===== src/rtl/uart_tx_port_if.sv =====
// CPU-side bus of the UART transmit port: write strobe, data and
// overflow clear from the CPU output-port stage; serial line and
// status byte back to the CPU input-port lines.
`timescale 1ns/1ps
interface uart_tx_port_if;
    logic       wr_en;
    logic [7:0] wr_data;
    logic       clr_ovf;
    logic       tx;
    logic [7:0] status;

    modport master (
        output wr_en,
        output wr_data,
        output clr_ovf,
        input  tx,
        input  status
    );

    modport slave (
        input  wr_en,
        input  wr_data,
        input  clr_ovf,
        output tx,
        output status
    );
endinterface


===== src/rtl/uart_tx_port.sv =====
// UART transmit port: small byte FIFO fed by CPU output-port writes,
// serialised as 8N1 frames on tx. Status byte for CPU polling is
// {count[3:0], ovf, empty, full, busy}.
// Optional even-parity bit between data and stop: define UART_TX_PARITY_EN.
`timescale 1ns/1ps
module uart_tx_port #(
    parameter int CLK_DIV    = 16,
    parameter int FIFO_DEPTH = 4
) (
    input  logic            clk,
    input  logic            reset,
    uart_tx_port_if.slave   bus
);

    localparam int PW = (FIFO_DEPTH > 1) ? $clog2(FIFO_DEPTH) : 1;

`ifdef UART_TX_PARITY_EN
    typedef enum logic [2:0] {
        IDLE   = 3'd0,
        START  = 3'd1,
        DATA   = 3'd2,
        PARITY = 3'd3,
        STOP   = 3'd4
    } state_t;
`else
    typedef enum logic [2:0] {
        IDLE  = 3'd0,
        START = 3'd1,
        DATA  = 3'd2,
        STOP  = 3'd4
    } state_t;
`endif

    logic [7:0]    mem [FIFO_DEPTH];
    logic [PW-1:0] wr_ptr;
    logic [PW-1:0] rd_ptr;
    logic [3:0]    count;
    logic [3:0]    count_nxt;
    logic          full;
    logic          empty;
    logic          ovf;
    logic          busy;
    logic          tx_q;
    state_t        state;
    logic [7:0]    shift_q;
    logic [7:0]    baud;
    logic [2:0]    bit_idx;
    logic          push;
    logic          pop;
    logic          baud_end;
`ifdef UART_TX_PARITY_EN
    logic          parity_q;
`endif

    // The registered full flag gates the write, so a pop in the same
    // cycle never rescues a write into a full FIFO.
    assign push     = bus.wr_en & ~full;
    assign pop      = (state == IDLE) & ~empty;
    assign baud_end = (baud == 8'(CLK_DIV - 1));

    assign bus.tx     = tx_q;
    assign bus.status = {count, ovf, empty, full, busy};

    // Next occupancy: simultaneous push and pop leaves it unchanged.
    always_comb begin
        count_nxt = count;
        case ({push, pop})
            2'b10:   count_nxt = count + 4'd1;
            2'b01:   count_nxt = count - 4'd1;
            default: count_nxt = count;
        endcase
    end

    // FIFO storage; data only, no reset needed.
    always_ff @(posedge clk) begin
        if (push) begin
            mem[wr_ptr] <= bus.wr_data;
        end
    end

    // FIFO pointers, occupancy, registered flags and sticky overflow.
    always_ff @(posedge clk or negedge reset) begin
        if (!reset) begin
            wr_ptr <= '0;
            rd_ptr <= '0;
            count  <= 4'd0;
            full   <= 1'b0;
            empty  <= 1'b1;
            ovf    <= 1'b0;
        end else begin
            if (push) begin
                wr_ptr <= wr_ptr + 1'b1;
            end
            if (pop) begin
                rd_ptr <= rd_ptr + 1'b1;
            end
            count <= count_nxt;
            full  <= (count_nxt == 4'(FIFO_DEPTH));
            empty <= (count_nxt == 4'd0);
            // An overflowing write beats a simultaneous clear.
            if (bus.wr_en && full) begin
                ovf <= 1'b1;
            end else if (bus.clr_ovf) begin
                ovf <= 1'b0;
            end
        end
    end

    // Frame sequencer; tx is registered from the current state, so it
    // trails the state by one cycle and the IDLE pop cycle becomes the
    // one-bit-time-independent gap between back-to-back frames.
    always_ff @(posedge clk or negedge reset) begin
        if (!reset) begin
            state   <= IDLE;
            shift_q <= 8'd0;
            baud    <= 8'd0;
            bit_idx <= 3'd0;
            busy    <= 1'b0;
            tx_q    <= 1'b1;
`ifdef UART_TX_PARITY_EN
            parity_q <= 1'b0;
`endif
        end else begin
            case (state)
                IDLE:    tx_q <= 1'b1;
                START:   tx_q <= 1'b0;
                DATA:    tx_q <= shift_q[0];
`ifdef UART_TX_PARITY_EN
                PARITY:  tx_q <= parity_q;
`endif
                STOP:    tx_q <= 1'b1;
                default: tx_q <= 1'b1;
            endcase

            case (state)
                IDLE: begin
                    if (!empty) begin
                        shift_q <= mem[rd_ptr];
`ifdef UART_TX_PARITY_EN
                        parity_q <= ^mem[rd_ptr];
`endif
                        baud    <= 8'd0;
                        bit_idx <= 3'd0;
                        busy    <= 1'b1;
                        state   <= START;
                    end
                end
                START: begin
                    if (baud_end) begin
                        baud  <= 8'd0;
                        state <= DATA;
                    end else begin
                        baud <= baud + 8'd1;
                    end
                end
                DATA: begin
                    if (baud_end) begin
                        baud    <= 8'd0;
                        shift_q <= {1'b0, shift_q[7:1]};
                        if (bit_idx == 3'd7) begin
`ifdef UART_TX_PARITY_EN
                            state <= PARITY;
`else
                            state <= STOP;
`endif
                        end else begin
                            bit_idx <= bit_idx + 3'd1;
                        end
                    end else begin
                        baud <= baud + 8'd1;
                    end
                end
`ifdef UART_TX_PARITY_EN
                PARITY: begin
                    if (baud_end) begin
                        baud  <= 8'd0;
                        state <= STOP;
                    end else begin
                        baud <= baud + 8'd1;
                    end
                end
`endif
                STOP: begin
                    if (baud_end) begin
                        baud  <= 8'd0;
                        busy  <= 1'b0;
                        state <= IDLE;
                    end else begin
                        baud <= baud + 8'd1;
                    end
                end
                default: begin
                    busy  <= 1'b0;
                    state <= IDLE;
                end
            endcase
        end
    end

endmodule


===== src/flat_wrapper.sv =====
// flat-port wrapper written by rule: the top's interface ports become plain ports
module uart_tx_port_flat 
#(
    parameter int CLK_DIV    = 16,
    parameter int FIFO_DEPTH = 4
)
  (clk, reset, bus_wr_en, bus_wr_data, bus_clr_ovf, bus_tx, bus_status);
  uart_tx_port_if bus_i ();
  input  logic clk;
  input  logic reset;
  input wire logic [$bits(bus_i.wr_en)-1:0] bus_wr_en;
  input wire logic [$bits(bus_i.wr_data)-1:0] bus_wr_data;
  input wire logic [$bits(bus_i.clr_ovf)-1:0] bus_clr_ovf;
  output wire logic [$bits(bus_i.tx)-1:0] bus_tx;
  output wire logic [$bits(bus_i.status)-1:0] bus_status;
  assign bus_i.wr_en = bus_wr_en;
  assign bus_i.wr_data = bus_wr_data;
  assign bus_i.clr_ovf = bus_clr_ovf;
  assign bus_tx = bus_i.tx;
  assign bus_status = bus_i.status;
  uart_tx_port #(.CLK_DIV(CLK_DIV), .FIFO_DEPTH(FIFO_DEPTH)) u_core (.clk(clk), .reset(reset), .bus(bus_i));
endmodule

===== config.mk =====
export PLATFORM = sky130hd
export DESIGN_NAME = uart_tx_port_flat
export DESIGN_NICKNAME = d
export VERILOG_FILES = /design/src/rtl/uart_tx_port_if.sv /design/src/rtl/uart_tx_port.sv /design/src/flat_wrapper.sv
export SDC_FILE = /design/constraint.sdc
export NUM_CORES = 1
export LEC_CHECK = 0
export BUFFER_PORTS_ARGS = -buffer_cell sky130_fd_sc_hd__buf_2
export CAP_MARGIN = 20
export CORE_MARGIN = 5
export CORE_UTILIZATION = 54
export CTS_CLUSTER_DIAMETER = 120
export DETAILED_ROUTE_END_ITERATION = 6
export GPL_TIMING_DRIVEN = 0
export PLACE_DENSITY_LB_ADDON = 0.08
export RECOVER_POWER = 100
export SKIP_LAST_GASP = 1
export SYNTH_ARGS = -nofsm -noshare
export SYNTH_HDL_FRONTEND = slang
export SYNTH_SLANG_ARGS = --single-unit
export TNS_END_PERCENT = 50

===== constraint.sdc =====
create_clock -name clk -period 2.7 [get_ports clk]
set_input_delay 0.54 -clock clk [delete_from_list [all_inputs] [get_ports clk]]
set_output_delay 0.54 -clock clk [all_outputs]
set_load 0.01 [all_outputs]

# Word level (Yosys, flattened, before mapping)
# Memory sizes are Yosys's and may differ from the RTL's.
# Index checks and enable logic that the tools add are counted.
[word_totals] reg_bits=35 ramBits=32 inputBits=12 out_inout_bits=9 mem_count=1
[op_classes] add_sub_neg=6 n_eq_ne=14 mux=25 bitwise_logic=5 reduce_logical=13
[memory_table] name="u_core.mem" depth=4 word_bits=8 rd=1 rd_clocked_by_memory_dff=0 write_ports=1 line_no="uart_tx_port.sv:34" source="logic [7:0] mem [FIFO_DEPTH];"
[op_table] cell="two-way mux 8 bit" n=4
[op_table] cell="case mux 8 bit (2 select lines)" n=2
[op_table] cell="two-way mux 3 bit" n=8
[op_table] cell="case mux 3 bit (4 select lines)" n=1
[op_table] cell="adder 8 x 1 -> 8 bit (second input constant)" n=1
[op_table] cell="equality test 8 x 4 -> 1 bit (second input constant)" n=1
[op_table] cell="!= test 2 x 1 -> 1 bit (second input constant)" n=4
[op_table] cell="case mux 4 bit (2 select lines)" n=1
[op_table] cell="equality test 3 bit (second input constant)" n=2
[op_table] cell="two-way mux 1 bit" n=6
[op_table] cell="case mux 3 bit (2 select lines)" n=1
[op_table] cell="AND reduction 3 bit" n=2
[op_table] cell="nonzero test 2 bit" n=3
[op_table] cell="AND reduction 5 bit" n=1
[op_table] cell="adder 2 x 1 -> 2 bit (second input constant)" n=2
[op_table] cell="adder 4 x 1 -> 4 bit (second input constant)" n=1
[op_table] cell="equality test 4 x 3 -> 1 bit (second input constant)" n=1
[op_table] cell="logical NOT 4 bit" n=1
[op_table] cell="!= test 2 bit (second input constant)" n=2
[op_table] cell="AND reduction 4 bit" n=1
[op_table] cell="subtractor 4 x 1 -> 4 bit (second input constant)" n=1
[op_table] cell="adder 3 x 1 -> 3 bit (second input constant)" n=1
[op_table] cell="equality test 3 x 1 -> 1 bit (second input constant)" n=1
[op_table] cell="equality test 3 x 2 -> 1 bit (second input constant)" n=1
[op_table] cell="other kinds (11)" n=14

# Logic depth before layout (Yosys ltp)
[depth] depth_word=5 ltp_mapped=10 ltp_nobuf=9

# Worst setup path after synthesis
# OpenSTA, ideal clock, no wires.
[synth_path] kind="input to register" startpoint="in bus_wr_en" endpoint="reg u_core.empty" setup_ns=0.081 arrival_time_ns=2.684 required_time_ns=2.619 setup_slack_ns=-0.065 path_stages=8 path_buffers=1 cell_sequence="nor2b_1 buf_2 inv_1 ha_1 mux2_2 or3b_2 a31o_2 a211oi_2"
[synth_between] elab_chain_len=4 word_cells_on_any_way=5 cone_classes="2 x eq/ne; 1 x mux; 1 x bitwise; 1 x reduce/logical"
[synth_rtl] item="from (decl)" line_no="flat_wrapper.sv:11" source="input wire logic [$bits(bus_i.wr_en)-1:0] bus_wr_en;"
[synth_rtl] item="AND 1 bit (*)" line_no="uart_tx_port.sv:57" source="assign push = bus.wr_en & ~full;"
[synth_rtl] item="equality test 2 x 1 -> 1 bit / equality test 2 bit (equally long branches)" line_no="uart_tx_port.sv:67" source="case ({push, pop})"
[synth_rtl] item="case mux 4 bit (2 select lines) (*)" line_no="uart_tx_port.sv:67"
[synth_rtl] item="net u_core.count_nxt[1]" line_no="uart_tx_port.sv:38" source="logic [3:0] count_nxt;"
[synth_rtl] item="logical NOT 4 bit (*)" line_no="uart_tx_port.sv:99" source="empty <= (count_nxt == 4'd0);"
[synth_rtl] item="to (signal assigned)" line_no="uart_tx_port.sv:99"
[synth_rtl] item="to (decl)" line_no="uart_tx_port.sv:40" source="logic empty;"
# The timed path passes the listed nets; every way through them passes the cells marked *.
# A chain may end at the register's enable or synchronous reset.

# Worst setup path in the final report
[layout_path] startpoint="reg u_core.state[0]" endpoint="reg u_core.empty"
[layout_between] elab_chain_len=5 word_cells_on_any_way=6 cone_classes="2 x eq/ne; 1 x mux; 1 x bitwise; 2 x reduce/logical"
[layout_rtl] item="from (decl)" line_no="uart_tx_port.sv:44" source="state_t state;"
[layout_rtl] item="from (signal assigned)" line_no="uart_tx_port.sv:114" source="state <= IDLE;"
[layout_rtl] item="from (signal assigned)" line_no="uart_tx_port.sv:145" source="state <= START;"
[layout_rtl] item="from (signal assigned)" line_no="uart_tx_port.sv:151" source="state <= DATA;"
[layout_rtl] item="logical NOT 3 bit (*)" line_no="uart_tx_port.sv:58" source="assign pop = (state == IDLE) & ~empty;"
[layout_rtl] item="AND 1 bit (*)" line_no="uart_tx_port.sv:58"
[layout_rtl] item="equality test 2 x 1 -> 1 bit / equality test 2 bit (equally long branches)" line_no="uart_tx_port.sv:67"
[layout_rtl] item="case mux 4 bit (2 select lines) (*)" line_no="uart_tx_port.sv:67"
[layout_rtl] item="net u_core.count_nxt[1]" line_no="uart_tx_port.sv:38"
[layout_rtl] item="logical NOT 4 bit (*)" line_no="uart_tx_port.sv:99"
# Marked as above.

==> impl_metrics.yaml <==
clocking:
  clock_insertion_delay_worst_skew_ns: 0.34
  cts_root_buffer: "sky130_fd_sc_hd__clkbuf_8"
  clk_pin_slew_worst_paths_ns: 0.07
  clock_tree_from_tritoncts: "done"
  tritoncts_num_sinks: 67
  ctsHoldBuffers: 0
  cts-root-to-sink-buffers: 2
  ctsHtreeMaxLevel: 3
  cts_inserted_buffers: 9
global_route:
  first_global_vias: 1960
  grt_start_max_net_pins: 36
  grt_usage_pct: 16.4
  grt_overflow_total: 0
  grt_antenna_before_repair: 0
  grt_first_pass_wirelength_um: 9350
sta:
  hold_violations: 0
  final-setup-viol-count: 0
  share_of_the_clock_period_used_by_the_worst_path_after_layout_pct: 97.0
  timing.final.ws_setup_ns: 0.0806
  rsz0062_at_grt: "true"
  fin_worst_skew_ns: 0.00511
  tightestPinTransition_ns: 1.87
  maxSlewViolCount: 36
  min_period_ns: 2.62
  max_slew_margin_pct: -24.6
  fmax_mhz: 382
yosys:
  syn_avg_cell_area_um2: 13.5
  synth-main-ff-cell: "sky130_fd_sc_hd__dfrtp_1"
  synth.cell_area_mm2: 0.00315
  yosys_register_bits: 67
  synth_enable_flop_cells: 32
  synthesis.instances: 234
  count_of_yosys_warnings_during_synthesis: 0
  proportion_of_synthesized_flip_flops_having_asynchronous_set_or_reset_pct: 52.2
  synth.net_count: 255
  sequential_cell_area_fraction_in_the_yosys_report_pct: 58.3
  number_of_different_library_cells_in_the_post_synthesis_netlist: 49
floorplan:
  die_width_um: 86.4
  floorplan.initialDensity_pct: 56.6
  placeableCoreArea_mm2: 0.00557
  die_h_um: 86.4
  row_count: 27
  ioPinCount: 21
  floorplan.die_area_mm2: 0.00747
min_path:
  hp-start: "bus_clr_ovf"
  min_path_type: "input pin to register"
routing:
  antenna_left: 0
  postRouteWirelength_um: 5370
  detail_route.first_pass.iterations: 4
  remaining_drc_errors: 0
  routedWlPerCell_um: 15.6
  number_of_vias_per_cell_after_detailed_routing: 5.55
  route.vias.total: 1915
  number_of_violations_reported_at_the_end_of_detailed_routing_iteration_0: 74
setup_path:
  worst-endpoint-required_ns: 2.96
  cp_cell_sequence: "or4_4 -> clkinv_4 -> nand2_1 -> xnor2_1 -> ha_1 -> mux2_4 -> or3b_4 -> a31o_4 -> a211oi_2"
  cpPeakStageDelay_ns: 0.57
  timing.critical_path.arrival_ns: 2.88
  timing.rr.start: "u_core.state[0]$_DFFE_PN0P_"
  timing.critical_path.fanout_max: 5
  crit_start: "u_core.state[0]$_DFFE_PN0P_"
  critical_path_slowest_stage_cell: "sky130_fd_sc_hd__or4_4"
  setup.worst_path.class: "register to register"
  crit_path_end_kind: "register"
  kind_of_start_point_of_the_critical_path: "register"
placed_design:
  postPlaceCellArea_mm2: 0.00336
  routabilityCongestion: 0.801
  place_inst: 326
  pre_cts_slack_ns: -0.226
  buffer_ports.inserted: 20
  detailed_place_hpwl_um: 3780
flow_run:
  timing.max_cap.violations: 1
layout:
  num-nets-final: 289
  final.fill_count: 468
  p_r_area_growth_vs_syn_pct: 13.3
  post-route-cell-area_mm2: 0.00357
  layoutNonFillerInstCount: 345
  drive_gt1_share_pct: 26.7
  antenna_cells: 0
  mostFrequentLayoutCell: "sky130_fd_sc_hd__dfrtp_1"
  final_cell_mix: "sky130_fd_sc_hd__dfrtp_1 (33), sky130_fd_sc_hd__edfxtp_1 (32), sky130_fd_sc_hd__clkbuf_1 (16)"
power_and_ir_drop:
  ir_worst_vdd_v: 0.000598
  total_leakage_power_nw: 1.39
  power_density_mw_per_mm2: 1060
  report.power.total_mw: 3.78
run_status:
  run_status: "complete, but fails checks"
  violated_checks: "max-capacitance violations, max-slew violations"
==> report_power, final <==
| part | switching [mW] | internal [mW] | total, mW | leakage, nW |
|---|---|---|---|---|
| combinational | 0.692 | 0.678 | 1.37 | 0.564 |
| sequential | 0.179 | 1.40 | 1.58 | 0.725 |
| clock | 0.381 | 0.451 | 0.833 | 0.100 |
| total | 1.25 | 2.53 | 3.78 | 1.39 |
==> cell families (layout without fill, tap and decap cells) <==
group	after synthesis	after routing	share of synthesized area (%)
compound gates	33	33	8.18
xor+xnor	11	11	3.06
fa+ha+maj	10	10	3.89
buf+inv	24	63	3.93
flops	67	67	58.3
mux	24	24	11.4
simple gates	65	65	11.2
==> state kept, by name, indices dropped and copies added, names as in the netlist, 2 cells and up <==
signal	count
u_core.shift_q	8
u_core.count	4
u_core.wr_ptr	2
u_core.state	3
u_core.bit_idx	3
u_core.rd_ptr	2
u_core.baud	8
u_core.mem	32
==> repair_timing <==
action                     4_1_cts  5_1_grt
hold endpoints to repair         0        0
pin swaps                        1        2
gates resized for setup          2        1
gates cloned                     0        0
setup endpoints to repair        2        1
setup buffers                    3        1
==> per-layer routing <==
layer	track usage (%)	part of all wire, %	up-vias
li1	-	-	939
met1	21.8	48	926
met2	25.7	47	39
met3	4.47	4.1	11
met4	6.37	1.6	0
met5	0	0	-
==> worst paths after layout <==
| path | endpoint | slack (ns) | cells past startpoint |
|---|---|---|---|
| worst min register to register | u_core.bit_idx[2]$_DFFE_PN0P_ | 0.50 | 1 |
| worst min-delay path | u_core.ovf$_DFFE_PN0P_ | 0.39 | 2 |
| min in group asynchronous | u_core.bit_idx[1]$_DFFE_PN0P_ | 0.71 | 1 |
| max in group asynchronous | u_core.wr_ptr[0]$_DFFE_PN0P_ | 0.91 | 1 |
| worst max-delay path | u_core.empty$_DFF_PN1_ | 0.08 | 9 |
| worst max register to register | u_core.empty$_DFF_PN1_ | 0.08 | 9 |
==> cell usage after synthesis, types with 5 or more instances <==
library cell	instances	share of area, %
sky130_fd_sc_hd__a21oi_1	5	0.79
sky130_fd_sc_hd__and2_1	6	1.2
sky130_fd_sc_hd__buf_4	5	1.2
sky130_fd_sc_hd__dfrtp_1	33	26
sky130_fd_sc_hd__edfxtp_1	32	30
sky130_fd_sc_hd__ha_1	9	3.6
sky130_fd_sc_hd__inv_1	10	1.2
sky130_fd_sc_hd__mux2_2	16	5.7
sky130_fd_sc_hd__mux4_2	8	5.7
sky130_fd_sc_hd__nand2_1	10	1.2
sky130_fd_sc_hd__nand3_1	8	1.3
sky130_fd_sc_hd__nor2_1	15	1.8
sky130_fd_sc_hd__o21ai_0	7	1.1
sky130_fd_sc_hd__xnor2_1	9	2.5
==> critical path: cells and delay by family (launching register included) <==
| kind | cells | cell delay [ns] |
|---|---|---|
| mux | 1 | 0.28 |
| xor+xnor | 1 | 0.12 |
| simple gates | 3 | 1.01 |
| flops | 1 | 0.38 |
| buf+inv | 1 | 0.08 |
| compound gates | 2 | 0.39 |
| fa+ha+maj | 1 | 0.27 |
==> metrics by stage <==
step | hold slack (ns) | TNS (ns) | util, %
5_1_grt | 0.394 | -0.0226 | 64.1
4_1_cts | 0.301 | 0 | 64.2
3_5_place_dp | 0.493 | -0.372 | 60.2
3_3_place_gp | 0.478 | -0.357 | 60.2
2_1_floorplan | 0.244 | 0 | -
6_report | 0.395 | 0 | 64.1
==> area by class of cell <==
type                       instances  area, um2  share of cell area, %
buffer                            12       68.8                   1.93
clock buffer                      10        138                   3.85
clock inverter                     6       63.8                   1.79
inverter                          11       46.3                   1.30
multi-input combinational        143       1210                   33.9
sequential                        67       1840                   51.5
tap                               72       90.1                   2.52
timing repair buffer              24        115                   3.22
No activity file was read; power rests on OpenSTA's default activity.
